[src/rtl/sample_iter_ctrl_pkg.sv]
// Shared types and helpers for the sample iteration sequencer.
// Holds the walk state encoding, the box index constants and the subsample step decode.
package sample_iter_ctrl_pkg;

   typedef enum logic {
      WAIT = 1'b0,
      TEST = 1'b1
   } state_t;

   localparam int LL = 0;
   localparam int UR = 1;
   localparam int X  = 0;
   localparam int Y  = 1;

   // One-hot subsample code to step shift: step = 1 << (RADIX - shift).
   function automatic int step_shift(input logic [3:0] sub_sample);
      case (sub_sample)
         4'b0100: step_shift = 1;
         4'b0010: step_shift = 2;
         4'b0001: step_shift = 3;
         default: step_shift = 0;
      endcase
   endfunction

endpackage

[src/rtl/samp_lane_gen.sv]
// Lane x positions, lane valids and the next group start from the current walk position.
// Purely combinational; no latency and no flow control of its own.
module samp_lane_gen
   import sample_iter_ctrl_pkg::*;
#(
   parameter int SIGFIG = 24,
   parameter int SAMPS  = 4
) (
   input  logic signed [SIGFIG-1:0]  cur_x,
   input  logic signed [SIGFIG-1:0]  cur_y,
   input  logic signed [SIGFIG-1:0]  step,
   input  logic signed [SIGFIG-1:0]  ur_x,
   input  logic signed [SIGFIG-1:0]  ur_y,
   output logic [SAMPS-1:0][SIGFIG-1:0] lane_x,
   output logic [SAMPS-1:0]          lane_vld,
   output logic signed [SIGFIG-1:0]  next_x
);

   logic signed [SIGFIG-1:0] lx [SAMPS+1];

   // Running sum instead of k*step; the extra entry is the next group's start.
   always_comb begin
      lane_x   = '0;
      lane_vld = '0;
      lx[0]    = cur_x;
      for (int k = 1; k <= SAMPS; k++) begin
         lx[k] = lx[k-1] + step;
      end
      for (int k = 0; k < SAMPS; k++) begin
         lane_x[k]   = lx[k];
         lane_vld[k] = (lx[k] <= ur_x) && (cur_y <= ur_y);
      end
      next_x = lx[SAMPS];
   end

endmodule

[src/rtl/sample_iter_ctrl.sv]
// Walks one bounding box per triangle in subsample steps, SAMPS lanes per cycle along +x.
// First group one edge after accept; halt_R13H held for the whole walk; halt_RnnnnH freezes everything.
module sample_iter_ctrl
   import sample_iter_ctrl_pkg::*;
#(
   parameter int SIGFIG = 24,
   parameter int RADIX  = 10,
   parameter int VERTS  = 3,
   parameter int AXIS   = 3,
   parameter int COLORS = 3,
   parameter int SAMPS  = 4
) (
   input  logic                                   clk,
   input  logic                                   rst,
   input  logic [VERTS-1:0][AXIS-1:0][SIGFIG-1:0] tri_R13S,
   input  logic [COLORS-1:0][SIGFIG-1:0]          color_R13U,
   input  logic [1:0][1:0][SIGFIG-1:0]            box_R13S,
   input  logic                                   validTri_R13H,
   input  logic [3:0]                             subSample_RnnnnU,
   input  logic                                   halt_RnnnnH,
   output logic                                   halt_R13H,
   output logic [VERTS-1:0][AXIS-1:0][SIGFIG-1:0] tri_R14S,
   output logic [COLORS-1:0][SIGFIG-1:0]          color_R14U,
   output logic [1:0][SAMPS-1:0][SIGFIG-1:0]      sample_R14S,
   output logic [SAMPS-1:0]                       validSamp_R14H
);

   state_t state, state_nxt;
   logic   accept;

   logic signed [SIGFIG-1:0] ll_x, ur_x, ur_y, step;
   logic signed [SIGFIG-1:0] cur_x, cur_y, cur_x_nxt, cur_y_nxt;
   logic signed [SIGFIG-1:0] y_inc, next_x, step_in;
   logic [SAMPS-1:0][SIGFIG-1:0] lane_x;
   logic [SAMPS-1:0]             lane_vld;

   assign step_in = SIGFIG'(1) << (RADIX - step_shift(subSample_RnnnnU));

   samp_lane_gen #(
      .SIGFIG (SIGFIG),
      .SAMPS  (SAMPS)
   ) u_lane_gen (
      .cur_x    (cur_x),
      .cur_y    (cur_y),
      .step     (step),
      .ur_x     (ur_x),
      .ur_y     (ur_y),
      .lane_x   (lane_x),
      .lane_vld (lane_vld),
      .next_x   (next_x)
   );

   always_ff @(posedge clk) begin
      if (!rst) begin
         state <= WAIT;
      end else if (!halt_RnnnnH) begin
         state <= state_nxt;
      end
   end

   always_comb begin
      state_nxt = state;
      accept    = 1'b0;
      halt_R13H = 1'b0;
      cur_x_nxt = cur_x;
      cur_y_nxt = cur_y;
      y_inc     = cur_y + step;
      case (state)
         WAIT: begin
            if (validTri_R13H) begin
               accept    = 1'b1;
               state_nxt = TEST;
            end
         end
         TEST: begin
            // Stays high through the last group so the next accept lands after WAIT is reached.
            halt_R13H = 1'b1;
            if (next_x <= ur_x) begin
               cur_x_nxt = next_x;
            end else begin
               cur_x_nxt = ll_x;
               cur_y_nxt = y_inc;
               if (y_inc > ur_y) begin
                  state_nxt = WAIT;
               end
            end
         end
         default: state_nxt = WAIT;
      endcase
   end

   always_ff @(posedge clk) begin
      if (!rst) begin
         tri_R14S       <= '0;
         color_R14U     <= '0;
         sample_R14S    <= '0;
         validSamp_R14H <= '0;
         ll_x           <= '0;
         ur_x           <= '0;
         ur_y           <= '0;
         step           <= '0;
         cur_x          <= '0;
         cur_y          <= '0;
      end else if (!halt_RnnnnH) begin
         if (accept) begin
            tri_R14S   <= tri_R13S;
            color_R14U <= color_R13U;
            ll_x       <= box_R13S[LL][X];
            ur_x       <= box_R13S[UR][X];
            ur_y       <= box_R13S[UR][Y];
            step       <= step_in;
            cur_x      <= box_R13S[LL][X];
            cur_y      <= box_R13S[LL][Y];
         end else begin
            cur_x <= cur_x_nxt;
            cur_y <= cur_y_nxt;
         end
         if (state == TEST) begin
            sample_R14S[X] <= lane_x;
            for (int k = 0; k < SAMPS; k++) begin
               sample_R14S[Y][k] <= cur_y;
            end
            validSamp_R14H <= lane_vld;
         end else begin
            validSamp_R14H <= '0;
         end
      end
   end

endmodule

[config.mk]
export PLATFORM = sky130hd
export DESIGN_NAME = sample_iter_ctrl
export DESIGN_NICKNAME = d
export VERILOG_FILES = /design/src/rtl/sample_iter_ctrl_pkg.sv /design/src/rtl/samp_lane_gen.sv /design/src/rtl/sample_iter_ctrl.sv
export SDC_FILE = /design/constraint.sdc
export NUM_CORES = 2
export LEC_CHECK = 0
export ABC_CLOCK_PERIOD_IN_PS = 19720
export CAP_MARGIN = 0
export CORE_AREA = 2 2 344 346
export CTS_CLUSTER_DIAMETER = 100
export DETAILED_ROUTE_END_ITERATION = 16
export DIE_AREA = 0 0 346 348
export RECOVER_POWER = 100
export SETUP_SLACK_MARGIN = 0.1
export SYNTH_ARGS = -nofsm -noshare
export SYNTH_HDL_FRONTEND = slang
export SYNTH_SLANG_ARGS = --single-unit
export TNS_END_PERCENT = 5
[constraint.sdc]
create_clock -name clk -period 19.72 [get_ports clk]
set_input_delay 3.944 -clock clk [delete_from_list [all_inputs] [get_ports clk]]
set_output_delay 3.944 -clock clk [all_outputs]
set_load 0.01 [all_outputs]
Yosys cells after proc, flatten, opt, wreduce, memory -nomap -nowiden

Index checks and enable logic that the tools add are counted.
Widths: inputs -> output; s select.

Output and inout port bits: 485
Input bits: 392
Register bits after elaboration: 557
Word-level logic and storage cells: 68

Magnitude comparators: 7
Eq/ne operators: 4
Mux-type cells: 14
Shift operators: 1
Bitwise operators: 2
Add/sub/neg operators: 6
Reduce and logical (&&, ||, !) cells: 9

Operators with widths:

| cell                  | count |
|---|---|
| $le 24x24->1          | 6 |
| $mux 24               | 6 |
| $add 24x24->24        | 5 |
| $shl 1x32->24 const A | 1 |
| $sub 5x32->32 const A | 1 |
| $gt 24x24->1          | 1 |
| $pmux 2 s3            | 1 |
| $reduce_and 2->1      | 3 |
| $mux 1                | 5 |
| $eq 4x1->1 const B    | 1 |
| $eq 4x2->1 const B    | 1 |
| $eq 4x3->1 const B    | 1 |
| $logic_and 1x1->1     | 4 |
| $mux 4                | 1 |
| $reduce_and 3->1      | 1 |
| $ne 2x2->1 const B    | 1 |
| $not 1->1             | 2 |
| $pmux 1 s2            | 1 |
| $reduce_bool 2->1     | 1 |

Longest topological paths before layout

Depth after elaboration: 8
Gate-level depth with buffers: 44
Gate-level depth less buffers: 42

By module

Synthesis repeated with hierarchy kept, for this count alone.

Cell total of the unflattened synthesis: 3745
Area, all modules: 29214.3 sq um

Modules (own cells, without submodules):

| module           | sequential area each (sq um) | area an instance (sq um) | instances | cells an instance |
|---|---|---|---|---|
| sample_iter_ctrl | 10930.5                      | 21971.1                  | 1         | 2806 |
| samp_lane_gen    | 0.0                          | 7243.2                   | 1         | 939 |

Least setup slack after synthesis

Ideal clock, no wire load.

Path kind: register to register
From: reg step[5]
To: reg cur_x[16]
Stages on the path, launching flop included: 43
Clock period less this slack: 8.643 ns
Data required time: 19.583 ns
Data arrival time: 8.506 ns
Buffers on the path: 2
Library setup time: 0.137 ns
Setup slack: 11.077 ns
Cells stage by stage: dfxtp_1 > ha_1 > a211oi_1 > nor2_1 > o21a_1 > nor2_1 > xnor2_1 > ha_1 > a21o_1 > or3_1 > o21a_1 > a21o_1 > a21oi_1 > xnor2_1 > ha_1 > o2111ai_1 > o21ba_2 > or3_1 > [... 7 more ...] > and2_1 > a21oi_1 > ha_1 > a21o_1 > a21o_1 > a21o_1 > a21o_1 > a21o_1 > a21oi_1 > a32o_1 > a31oi_1 > nand2_1 > clkbuf_1 > buf_1 > mux2i_1 > nor2_1 > a21oi_1 > a21oi_1

RTL lines:

| item                     | line                    | source |
|---|---|---|
| start: declaration       | sample_iter_ctrl.sv:31  | `logic signed [SIGFIG-1:0] ll_x, ur_x, ur_y, step;` |
| start signal: assignment | sample_iter_ctrl.sv:111 | `step <= step_in;` |
| end signal: assignment   | sample_iter_ctrl.sv:112 | `cur_x <= box_R13S[LL][X];` |
| end signal: assignment   | sample_iter_ctrl.sv:115 | `cur_x <= cur_x_nxt;` |
| end: declaration         | sample_iter_ctrl.sv:32  | `logic signed [SIGFIG-1:0] cur_x, cur_y, cur_x_nxt, cur_y_nxt;` |

Final worst setup path

From: in halt_RnnnnH
To: reg tri_R14S[123] (netlist bit)

Longest elaborated chain between the ends: 2

Ends and longest elaborated chain:

| item                       | line                    | source |
|---|---|---|
| start: declaration         | sample_iter_ctrl.sv:20  | `input logic halt_RnnnnH,` |
| $not 1->1 (no line)        | -                       |  |
| $reduce_and 2->1 (no line) | -                       |  |
| end signal: assignment     | sample_iter_ctrl.sv:106 | `tri_R14S <= tri_R13S;` |
| end: declaration           | sample_iter_ctrl.sv:22  | `output logic [VERTS-1:0][AXIS-1:0][SIGFIG-1:0] tri_R14S,` |

No other way between the ends.
A chain may end at the register's enable or synchronous reset.

==> flow_summary.ini <==
[status]
status = complete, but fails checks
violations = capacitance limit, slew limit

[power_and_ir_drop]
p_per_area_nw_per_um2 = 80.7
p_seq_share_pct = 36.9
swShare_pct = 31.4
p_clk_share_pct = 42.1
ir_drop_mv = 0.0633
p_leak_nw = 16.7
combinationalPowerShare_pct = 21.1
power.internal_w = 0.00223
power.switching_w = 0.00102

[yosys]
synthMuxAreaShare_pct = 0.657
synthAdderAreaFrac_pct = 11.3
yosysUniqueCellTypes = 89
synth-main-ff-cell = dfxtp_1
synthSimpleGateAreaFrac_pct = 20.8
synth_top_family_by_area = simple AND/OR/NAND/NOR gates
syn_area_per_cell_um2 = 7.80
ys_ff_latch = 545
ys_seq_area_share_pct = 38.7
synth_xor_area_share_pct = 3.34
synth_compound_area_share_pct = 19.3
async_flop_share_pct = 0
synth_nets = 4257
ys_warn_count = 0
netlist_area_um2 = 28200
synth_cells = 3614
synth-edff-count = 0

[sta]
fmax_mhz = 77.6
relSlewSlack_pct = -205
tns_ps = 0
final_max_slew_viol_count = 621
setup_viol = 0
hold_violations = 0
rsz0062_at_grt = false
period_share_pct = 65.4
worst_slew_pin_slew_ps = 4580
clock_skew_ps = 32.9
period_minus_slack_ps = 12890

[clock_tree]
cts_setup_buffers = 0
cts_root_buf = clkbuf_16
cts-htree-levels = 3
cts_hold_buf = 0
cts_tree = yes
clkLatencyLatePin_ps = 670
cts_resized = 0
clk_pin_slew_ps = 60
clockBufferDepth = 3
cts_buffers = 71
numClockSinks = 545

[routing]
drtAntennaViolNets = 0
post_drt_wl_per_cell_um = 25.3
wl_um = 149000
first_pass_iters = 8
drt_iter0_drc = 2365
num_vias = 28900
viasPerCell = 4.88
drc = 0

[place]
io_buffer_count = 876
hpwl_um = 120000
gp_congestion = 0.948

[layout]
layout_common_cells = 1012 x nand2_1, 589 x a21oi_1, 545 x dfxtp_1
final_common_cell = nand2_1
drive_above_1_share_pct = 4.35
seqCellArea_um2 = 10900
multiInputGateArea_um2 = 15600
nets = 4955
fillers = 12300
syn_to_final_growth_pct = 42.7
post-route-util_pct = 34.4

[worst_setup_path]
reg2regPathDepth = 40
ff2ff_setup_slack_ps = 7810
worst_ep_required_time_ps = 20290
cp-startpoint = halt_RnnnnH
worst_setup_path_start_kind = input pin
critical_path_class = input pin to flop
critPathArrivalTime_ps = 13460
r2r_end = cur_y[21]
crit_fanout = 100
reg2reg_from = step[5]
end_kind = flop

[floorplan]
die_h_um = 348
top_level_ports = 877
die_x_um = 346
die_area_um2 = 120000
coreArea_um2 = 117000
rows = 126
start_util_pct = 24.1

[grt]
grt_pass1_wl_um = 207000
grt.overflow.total = 0
grt_max_degree = 148
grtUsageTotal_pct = 23.8
antenna_found_initial = 47
grt_pass1_vias = 27400

[min_path]
min_to = color_R14U[19]
hold_path_depth = 2
min_path_type = flop to flop
worstHoldStart = color_R14U[19]

[flow_run]
drv_cap = 10
## worst max-delay path by stage
stage	endpoint	cells after the start	slack (ps)
global route	tri_R14S[92]	6	5910
global placement	cur_y[23]	40	9690
floorplan	cur_x[16]	42	11080
detailed placement	cur_y[21]	40	9510
CTS	cur_y[21]	40	9480
finish	tri_R14S[123]	6	6830
## stage by stage
step / hold WS [ps] / cells / setup WS (ps) / instance area, um2 / power [W]
global placement: 441 / 5775 / 9690 / 37800 / 0.00191
detailed placement: 446 / 5775 / 9510 / 37800 / 0.00192
global route: 463 / 5909 / 5910 / 40200 / 0.00339
CTS: 454 / 5906 / 9480 / 40300 / 0.00330
finish: 448 / 5913 / 6830 / 40200 / 0.00325
floorplan: 436 / 3614 / 11080 / 28200 / 0.00158
## power groups by stage
stage                     Sequential [W]  Combinational [W]  Clock [W]
after floorplan                  0.00122           0.000354          0
after global placement           0.00122           0.000690          0
after detailed placement         0.00122           0.000693          0
after CTS                        0.00120           0.000697    0.00140
after global routing             0.00120           0.000742    0.00145
final                            0.00120           0.000685    0.00137
## layer usage
layer  up-vias  part of all wire, %  GRT usage [%]
met3       263                  9.9           8.39
met1     13700                   39           27.7
li1      13700                    -              -
met4        46                  4.5           9.90
met2      1178                   47           39.8
met5         -                 0.20              0
## state kept, by name, summed over array words and instances (netlist names)
| name | count |
|---|---|
| cur_y | 24 |
| sample_R14S | 119 |
| ur_y | 24 |
| tri_R14S | 216 |
| validSamp_R14H | 4 |
| cur_x | 24 |
| step | 13 |
| ll_x | 24 |
| ur_x | 24 |
| color_R14U | 72 |
| state | 1 |
## logic make-up after synthesis
logic type	after synthesis
XOR/XNOR	102
buffers and inverters	370
adder cells (fa/ha/maj)	251
flip-flops	545
AND/OR/NAND/NOR	1397
multiplexers	18
AO/OA/AOI/OAI	931
## cells in the mapped netlist (47+ instances only)
| cell | number | area [um2] |
|---|---|---|
| a21o_1 | 55 | 413 |
| a21oi_1 | 589 | 2950 |
| buf_4 | 75 | 563 |
| clkbuf_1 | 175 | 657 |
| dfxtp_1 | 545 | 10900 |
| ha_1 | 246 | 3080 |
| inv_1 | 91 | 342 |
| nand2_1 | 1012 | 3800 |
| nand4_1 | 47 | 294 |
| nor2_1 | 131 | 492 |
| o21ai_0 | 94 | 470 |
| xnor2_1 | 74 | 648 |
## critical path, cell delays in order
cell	delay [ps]
dlygate4sd3_1	1200
nand2b_1	1740
clkbuf_1	2570
clkbuf_1	3370
nand2_1	220
a21oi_1	270
## cell type report
type	instances	area share (%)
Tap cell	1536	4.78
Timing Repair Buffer	902	22.2
Antenna cell	7	0.0435
Inverter	93	0.892
Sequential cell	545	27.1
Clock inverter	36	1.12
Multi-Input combinational cell	2699	38.8
Clock buffer	95	5.02
No activity file was read; power rests on OpenSTA's default activity.
